**config.mk**
```make
export PLATFORM = sky130hd
export DESIGN_NAME = maxterm_scanner
export DESIGN_NICKNAME = d
export VERILOG_FILES = /design/src/rtl/guia04_pkg.sv /design/src/rtl/maxterm_scanner_next_zero.sv /design/src/rtl/maxterm_scanner.sv
export SDC_FILE = /design/constraint.sdc
export NUM_CORES = 1
export LEC_CHECK = 0
export CORE_ASPECT_RATIO = 2
export CORE_MARGIN = 5
export CORE_UTILIZATION = 54
export CTS_CLUSTER_DIAMETER = 120
export CTS_CLUSTER_SIZE = 28
export DETAILED_ROUTE_END_ITERATION = 6
export GPL_TIMING_DRIVEN = 0
export PLACE_DENSITY = 0.8
export SLEW_MARGIN = 10
export SYNTH_ARGS = -nofsm -noshare
export SYNTH_HDL_FRONTEND = slang
export SYNTH_SLANG_ARGS = --single-unit
```
**constraint.sdc**
```tcl
create_clock -name clk -period 2.5 [get_ports clk]
set_input_delay 0.375 -clock clk [delete_from_list [all_inputs] [get_ports clk]]
set_output_delay 0.375 -clock clk [all_outputs]
set_load 0.02 [all_outputs]
```
**src/rtl/guia04_pkg.sv**
```systemverilog
// Shared definitions for the Guia_04 truth-table capture blocks: FSM state
// encoding, default function width and the truth-table width helper.
package guia04_pkg;

    typedef enum logic [1:0] {
        IDLE  = 2'd0,
        DRIVE = 2'd1,
        EMIT  = 2'd2,
        DONE  = 2'd3
    } state_t;

    localparam int N_VARS_DEF = 4;

    // Number of rows in the truth table of an n-input function.
    function automatic int tt_width(input int n);
        return 1 << n;
    endfunction

endpackage

```
**src/rtl/maxterm_scanner_next_zero.sv**
```systemverilog
// tt_next_zero: combinational "is there any zero bit above ptr" detector.
// The scanner uses it to tell whether the index currently offered is the
// final one in the list.
module tt_next_zero
    import guia04_pkg::*;
#(
    parameter int N_VARS = N_VARS_DEF
) (
    input  logic [tt_width(N_VARS)-1:0] tbl_i,
    input  logic [N_VARS-1:0]           ptr_i,
    output logic                        zero_above_o
);

    localparam int TT_W = tt_width(N_VARS);

    logic [TT_W-1:0] above_mask;

    // Thermometer mask selecting every row strictly above ptr.
    for (genvar gi = 0; gi < TT_W; gi++) begin : g_mask
        localparam logic [N_VARS-1:0] GI_IDX = N_VARS'(gi);
        assign above_mask[gi] = (GI_IDX > ptr_i);
    end

    assign zero_above_o = |(~tbl_i & above_mask);

endmodule

```
**src/rtl/maxterm_scanner.sv**
```systemverilog
// maxterm_scanner: drives every input combination of an N_VARS-input
// function in ascending order, captures the truth table, then streams the
// maxterm index list over a valid/ready handshake.
// Build option: define MAXTERM_SCANNER_MINTERM_EN to stream and count the
// rows where the function is 1 (minterm list) instead of the rows where it
// is 0. The captured table is the same in both builds.
module maxterm_scanner
    import guia04_pkg::*;
#(
    parameter int N_VARS = N_VARS_DEF,
    parameter int SETTLE = 1
) (
    input  logic                        clk,
    input  logic                        rst_n,
    input  logic                        start,
    output logic                        busy,
    output logic [N_VARS-1:0]           vec_out,
    input  logic                        s_in,
    output logic [tt_width(N_VARS)-1:0] table_out,
    output logic                        m_valid,
    input  logic                        m_ready,
    output logic [N_VARS-1:0]           m_index,
    output logic                        m_last,
    output logic [N_VARS:0]             m_count,
    output logic                        done
);

    localparam int                TT_W        = tt_width(N_VARS);
    localparam logic [N_VARS-1:0] LAST_IDX    = N_VARS'(TT_W - 1);
    localparam logic [3:0]        SETTLE_LAST = 4'(SETTLE);
`ifdef MAXTERM_SCANNER_MINTERM_EN
    localparam logic              TARGET      = 1'b1;
`else
    localparam logic              TARGET      = 1'b0;
`endif

    state_t            state_q;
    logic [N_VARS-1:0] idx_q;
    logic [N_VARS-1:0] ptr_q;
    logic [3:0]        settle_q;
    logic [TT_W-1:0]   table_q;
    logic [N_VARS:0]   count_q;
    logic              busy_q;
    logic              done_q;

    logic              hit;
    logic              ptr_adv;
    logic              target_above;
    logic [TT_W-1:0]   search_tbl;

    // Rows of interest become zeros in search_tbl so one detector serves
    // both the maxterm and the minterm build.
    assign search_tbl = table_q ^ {TT_W{TARGET}};
    assign hit        = (table_q[ptr_q] == TARGET);
    // Non-target rows are skipped in one cycle; target rows wait for ready.
    assign ptr_adv    = !hit || m_ready;

    tt_next_zero #(
        .N_VARS (N_VARS)
    ) u_next_zero (
        .tbl_i        (search_tbl),
        .ptr_i        (ptr_q),
        .zero_above_o (target_above)
    );

    // Scan sequencer: stimulus stepping, capture, emission pointer, status.
    always_ff @(posedge clk) begin
        if (!rst_n) begin
            state_q  <= IDLE;
            idx_q    <= '0;
            ptr_q    <= '0;
            settle_q <= '0;
            table_q  <= '0;
            count_q  <= '0;
            busy_q   <= 1'b0;
            done_q   <= 1'b0;
        end else begin
            case (state_q)
                IDLE: begin
                    done_q <= 1'b0;
                    if (start) begin
                        table_q  <= '0;
                        count_q  <= '0;
                        idx_q    <= '0;
                        settle_q <= '0;
                        busy_q   <= 1'b1;
                        state_q  <= DRIVE;
                    end
                end
                DRIVE: begin
                    if (settle_q == SETTLE_LAST) begin
                        settle_q       <= '0;
                        table_q[idx_q] <= s_in;
                        if (s_in == TARGET) begin
                            count_q <= count_q + (N_VARS+1)'(1);
                        end
                        if (idx_q == LAST_IDX) begin
                            ptr_q   <= '0;
                            state_q <= EMIT;
                        end else begin
                            idx_q <= idx_q + N_VARS'(1);
                        end
                    end else begin
                        settle_q <= settle_q + 4'd1;
                    end
                end
                EMIT: begin
                    if (ptr_adv) begin
                        if (ptr_q == LAST_IDX) begin
                            done_q  <= 1'b1;
                            state_q <= DONE;
                        end else begin
                            ptr_q <= ptr_q + N_VARS'(1);
                        end
                    end
                end
                DONE: begin
                    done_q  <= 1'b0;
                    busy_q  <= 1'b0;
                    state_q <= IDLE;
                end
                default: state_q <= IDLE;
            endcase
        end
    end

    // The stream outputs decode registered state only, so they hold steady
    // for a whole cycle and stay put while the consumer stalls.
    assign m_valid   = (state_q == EMIT) && hit;
    assign m_index   = ptr_q;
    assign m_last    = m_valid && !target_above;
    assign busy      = busy_q;
    assign done      = done_q;
    assign vec_out   = idx_q;
    assign table_out = table_q;
    assign m_count   = count_q;

endmodule
```
; ---- Word-level counts from Yosys, hierarchy flattened
; Index checks and enable logic that the tools add are counted.
[word_totals]
regBits = 37
input_bits = 5
out_inout_bits = 33
word_cells = 102
[classes]
n_addsub = 4
order_cmp = 19
eq_ne = 14
mux = 34
n_bitwise = 3
reduce_logical = 20
[ops]
columns = cell, count
row1 = "4-bit greater-than comparator, first input constant", 8
row2 = 16-bit two-way mux, 2
row3 = 4-bit two-way mux, 8
row4 = 16-bit case mux with 2 select lines, 1
row5 = 4-bit case mux with 2 select lines, 3
row6 = 16-bit bitwise AND, 1
row7 = 16-bit bitwise mux, 1
row8 = "3-bit by 4-bit greater-than comparator with 1-bit output, first input constant", 4
row9 = "2-bit != test, second input constant", 8
row10 = 16-bit NOT, 1
row11 = 16-bit OR reduction, 1
row12 = 5-bit two-way mux, 3
row13 = "4-bit by 1-bit adder with 4-bit output, second input constant", 3
row14 = "4-bit by 5-bit less-than comparator with 1-bit output, second input constant", 2
row15 = 2-bit two-way mux, 5
row16 = 5-bit case mux with 2 select lines, 1
row17 = 5-bit AND reduction, 2
row18 = "4-bit equality test, second input constant", 2
row19 = "1-bit by 4-bit greater-than comparator with 1-bit output, first input constant", 2
row20 = "2-bit by 4-bit greater-than comparator with 1-bit output, first input constant", 2
row21 = 2-bit case mux with 4 select lines, 1
row22 = 4-bit AND reduction, 2
row23 = 2-bit nonzero test, 4
row24 = 3-bit AND reduction, 2
row25 = 16 further kinds, 25

; ---- Longest topological paths before layout
[depth]
ltp_word = 7
mapped_depth = 9
mapped_depth_nobuf = 7

; ---- Cells and area by module
; From an unflattened synthesis, not the netlist that was laid out.
[hier_totals]
cells_unflattened = 264
area_unflattened_um2 = 2209.6
[modules_own_cells]
columns = mod, n_inst, cells_per_inst, area_each_um2, seq_area_each_um2
row1 = maxterm_scanner, 1, 244, 2069.5, 740.7
row2 = tt_next_zero, 1, 20, 140.1, 0.0

; ---- Least setup slack after synthesis
; No wires, ideal clock.
[synth_timing]
path_type = register to output
startpoint = reg ptr_q[1] (netlist: m_index[1])
endpoint = out m_last
t_arrival_ns = 2.193
required_time_ns = 2.125
setup_slack_ns = -0.068
stages_incl_launch_ff = 7
path_buffers = 1
path_cell_list = dfxtp_1 > buf_6 > mux2_1 > a222oi_1 > a22oi_1 > nor2b_1 > and3_1
[synth_via]
elab_chain_cells = 5
elab_cells_between_ends = 24
cone_classes = order compare: 16 / mux: 2 / bitwise: 2 / reduce/logical: 4
[synth_lines]
columns = element, line
row1 = from (decl), maxterm_scanner.sv:39  ; logic [N_VARS-1:0] ptr_q;
row2 = from (signal assigned), maxterm_scanner.sv:113  ; ptr_q <= ptr_q + N_VARS'(1);
row3 = 1-bit binary-select mux with 4-bit select, maxterm_scanner.sv:54  ; assign hit = (table_q[ptr_q] == TARGET);
row4 = 1-bit two-way mux (not written as such), maxterm_scanner.sv:54
row5 = 1-bit NOT, maxterm_scanner.sv:54
row6 = 1-bit logical AND, maxterm_scanner.sv:129  ; assign m_valid = (state_q == EMIT) && hit;
row7 = via m_valid, maxterm_scanner.sv:20  ; output logic m_valid,
row8 = 1-bit logical AND, maxterm_scanner.sv:131  ; assign m_last = m_valid && !target_above;
row9 = to (decl), maxterm_scanner.sv:23  ; output logic m_last,
; The timed path passes the listed nets, and every way through them passes these cells. The select of a mux whose other input is x is not followed.

; ---- Worst setup path after layout
[layout_timing]
startpoint = reg ptr_q[0] (netlist: m_index[0])
endpoint = out m_last
[layout_via]
elab_chain_cells = 5
elab_cells_between_ends = 24
cone_classes = order compare: 16 / mux: 2 / bitwise: 2 / reduce/logical: 4
[layout_lines]
columns = element, line
row1 = "1-bit by 4-bit greater-than comparator with 1-bit output, or another cell as far along", maxterm_scanner_next_zero.sv:21  ; assign above_mask[gi] = (GI_IDX > ptr_i);
row2 = 16-bit bitwise AND or 1-bit two-way mux (tied branches), "maxterm_scanner_next_zero.sv:24, maxterm_scanner.sv:54"
row3 = 16-bit OR reduction or 1-bit NOT (tied branches), "maxterm_scanner_next_zero.sv:24, maxterm_scanner.sv:54"
row4 = 1-bit zero test or 1-bit logical AND (tied branches), "maxterm_scanner.sv:131, maxterm_scanner.sv:129"
row5 = 1-bit logical AND *, maxterm_scanner.sv:131
; Mark *: on every way between the ends. The rest lies on a longest branch, timed or not. The select of a mux whose other input is x is not followed.

==> flow_summary_export.csv <==
group,metric,value,unit
placed_design,dp_hpwl,4815,um
routing,drt-wirelength-per-cell,17.12,um
floorplanning,start_util,55.94,%
status,status,"completed",
timing,drv_slew,0,
clock_tree,clk_path_buf_depth,2,
critical_path,crit_slowest_cell,"a222oi_1",
critical_path,r2r_cells,9,
timing,rsz0062_at_grt,"yes",
power,power.total,2.047,mW
clock_tree,worstSkewPairLatency,0.30,ns
finish,final_util,71.74,%
grt,busiest_layer,"met2",
logic_synthesis,syn_inst,295,
routing,routed_wl,6916,um
logic_synthesis,ys_types,49,
hold_path,holdPathStages,2,
critical_path,cp.buffers_inverters,1,
clock_tree,cts_sinks,37,
hold_path,min_from,"state_q[0]",
flow_run,maxCapViolCount,0,
timing,maxSlewHeadroom,53.17,%
finish,drive_above_1_share,15.43,%
grt,gr-usage-met3,3.704,%
clock_tree,cts_root_buffer,"clkbuf_8",
grt,globalRouteMet2Util,38.03,%
logic_synthesis,yosys_warnings,0,
floorplanning,dieHeight,104.8,um
finish,fin_cells,404,
placed_design,placedCellCount,385,
finish,final_nets,370,
grt,gr-usage-met1,25.08,%
floorplanning,coreArea,4339,um^2
routing,ant_nets,0,
finish,antenna_cells,0,
critical_path,worstReg2RegStart,"m_index[1]",
critical_path,r2r_setup_slack,0.18,ns
floorplanning,dieArea,6017,um^2
timing,finalCritPeriodShare,99.28,%
grt,antenna_found_initial,0,
placed_design,place.gp.congestion,0.8668,
routing,num_vias,2460,
critical_path,r2r_end,"m_index[3]",
critical_path,slowest_delay,0.43,ns
logic_synthesis,syn_area,2427,um^2
placed_design,io_buffer_count,36,
power,max-vdd-ir-drop,0.5935,mV
logic_synthesis,postSynthAreaPerCell,8.228,um^2
timing,clock.fmax,402.9,MHz
timing,layout_min_cycle_time,2.482,ns
timing,setup_viol,0,
clock_tree,cts_tree,"done",
power,power.density,657.7,nW/um^2
finish,multi_input_area,1595,um^2
clock_tree,cts_buffers,5,
critical_path,worstPathCellList,"mux2_4, a222oi_1, a22oi_1, nor2b_2, and3_4, buf_6",
floorplanning,num_rows,34,
clock_tree,clkTransAtPathRegs,0.08,ns
logic_synthesis,synth_nets,315,
clock_tree,hold_buffers,0,
routing,drc,0,
critical_path,critPathKind,"flip-flop to primary output",
finish,fillers,361,
critical_path,critPathMaxFanout,7,
clock_tree,ctsHtreeMaxLevel,2,
routing,drt-pass1-iter-count,4,
finish,register_area,748.2,um^2
grt,grt_usage,22.74,%
critical_path,cp_data_required_time,2.12,ns
power,p_leak,1.134,nW
finish,layout_commonest_cell,"dfxtp_1",
logic_synthesis,synth_seq_area_share,30.52,%
finish,area_delta_synth_final,28.25,%
routing,first_iter_violations,84,
timing,fin_ws,0.01805,ns
logic_synthesis,ys_seq_elements,37,
floorplanning,io_pins,38,
grt,grt_pass1_wl,10880,um
finish,final_cell_mix,"35 x dfxtp_1, 34 x clkdlybuf4s50_1, 24 x nand2_1, 24 x nand3_1, 23 x o21ai_0",
placed_design,dp_slack,-0.3661,ns
critical_path,startpoint_type,"flip-flop",
hold_path,hold_class,"flip-flop to flip-flop",
critical_path,crit_arrival,2.11,ns
routing,vias_per_cell,6.089,
hold_path,hold_path_end,"state_q[0]",
timing,finClkSkew,0.01423,ns
critical_path,critPathCaptureType,"primary output",
grt,grt_max_degree,12,
timing,worst-slew-pin-transition,0.6951,ns
floorplanning,die_w,57.41,um
timing,finalHoldViolCount,0,
grt,grt_pass1_vias,2304,
grt,grt_overflow,0,
critical_path,worst_path_dominant_cell_family,"compound AO/OA/AOI/OAI gates",
timing,hold_ws,0.5108,ns
==> state kept, by name, summed over array words and instances, names as in the netlist <==
register and cells:
table_out 16, settle_q 4, state_q 2, m_index 4, done 1, m_count 5, busy 1, vec_out 4
==> synth_stat cells, drive strengths merged <==
master    n  area [um^2]
mux2i     5        50.05
nand3    24        120.1
nand2b    2        12.51
and3b     1        8.760
o41ai     1        16.27
a311oi    1        8.760
a222oi    2        20.02
o21ai    23        115.1
o2111ai   1        15.01
and2b     1        7.510
xnor2     1        8.760
nand2    24        90.09
a21boi   32        240.2
ha       15        187.7
a211oi    5        47.54
o22ai     2        12.51
and4      1        11.26
xor2      4        35.03
a21oi    11        55.05
a2111oi   1        8.760
nand4     5        31.28
and3      5        31.28
o221ai    1        8.760
nor2     15        63.81
nor2b    10        62.56
dfxtp    37        740.7
inv      10        37.54
a41o      1        10.01
or3b      1        8.760
clkbuf   14        55.05
and2      7        43.80
o31ai     2        15.01
a31oi     4        25.02
o21a      1        7.510
buf       5        40.04
a21o      3        25.03
a22oi     4        35.03
nor3      5        25.02
mux2      8        90.08
==> layout make-up <==
class	count	area share, %
Buffer	19	3.376
Clock buffer	5	2.211
Clock inverter	2	1.125
Inverter	10	1.286
Multi-Input combinational cell	229	51.25
Sequential cell	37	24.04
Tap cell	54	2.170
Timing Repair Buffer	48	14.55
==> worst reg2reg max path: stages (launching register included) <==
cell and delay, ns:
dfxtp_4 0.38, buf_8 0.14, nor2b_1 0.23, a222oi_1 0.18, buf_4 0.16, buf_4 0.12, buf_4 0.12, a22oi_2 0.30
o2111ai_2 0.29, o41ai_2 0.31
==> layer usage <==
layer  part of all wire [%]  vias to the layer above
li1                       -                     1165
met1                     38                     1182
met2                     51                       88
met3                    5.0                       25
met4                    5.1                        0
met5                      0                        -
==> where the power goes <==
group,internal [mW],switching [mW]
registers,0.625,0.0439
clock network,0.290,0.231
logic,0.336,0.521
total,1.25,0.796
==> what timing repair did <==
action / 4_1_cts / 5_1_grt
cloned: 0 / 0
hold endpoints to repair: 0 / 0
resized for setup: 17 / 11
pin swaps: 2 / 7
buffers inserted: 3 / 9
endpoints found under the setup margin: 2 / 2
==> through the flow <==
stage          setup TNS (ns)  instance area [um^2]
6_report                    0                  3113
5_1_grt              -0.02516                  3113
4_1_cts                     0                  3004
3_5_place_dp          -0.5785                  2858
3_3_place_gp          -0.5168                  2858
2_1_floorplan               0                  2430
==> cells by family (layout without fill, tap and decap cells) <==
group	Yosys count	after routing	share of synthesized area [%]
compound gates	95	95	27.42
xor+xnor	5	5	1.804
fa+ha+maj	15	15	7.732
buf+inv	29	84	5.464
flops	37	37	30.52
mux	13	13	5.773
simple gates	101	101	21.29
==> how the worst max path moves through the flow <==
stage                     depth (start not counted)       start  slack [ns]     end
after floorplan                                   6  m_index[1]        0.05  m_last
final                                             6  m_index[0]        0.02  m_last
after CTS                                         7  m_index[1]        0.01  m_last
after detailed placement                          7  m_index[1]       -0.37  m_last
after global routing                              8  m_index[1]       -0.03  m_last
after global placement                            7  m_index[1]       -0.34  m_last
Note: power is estimated with default switching activity, not from simulation.
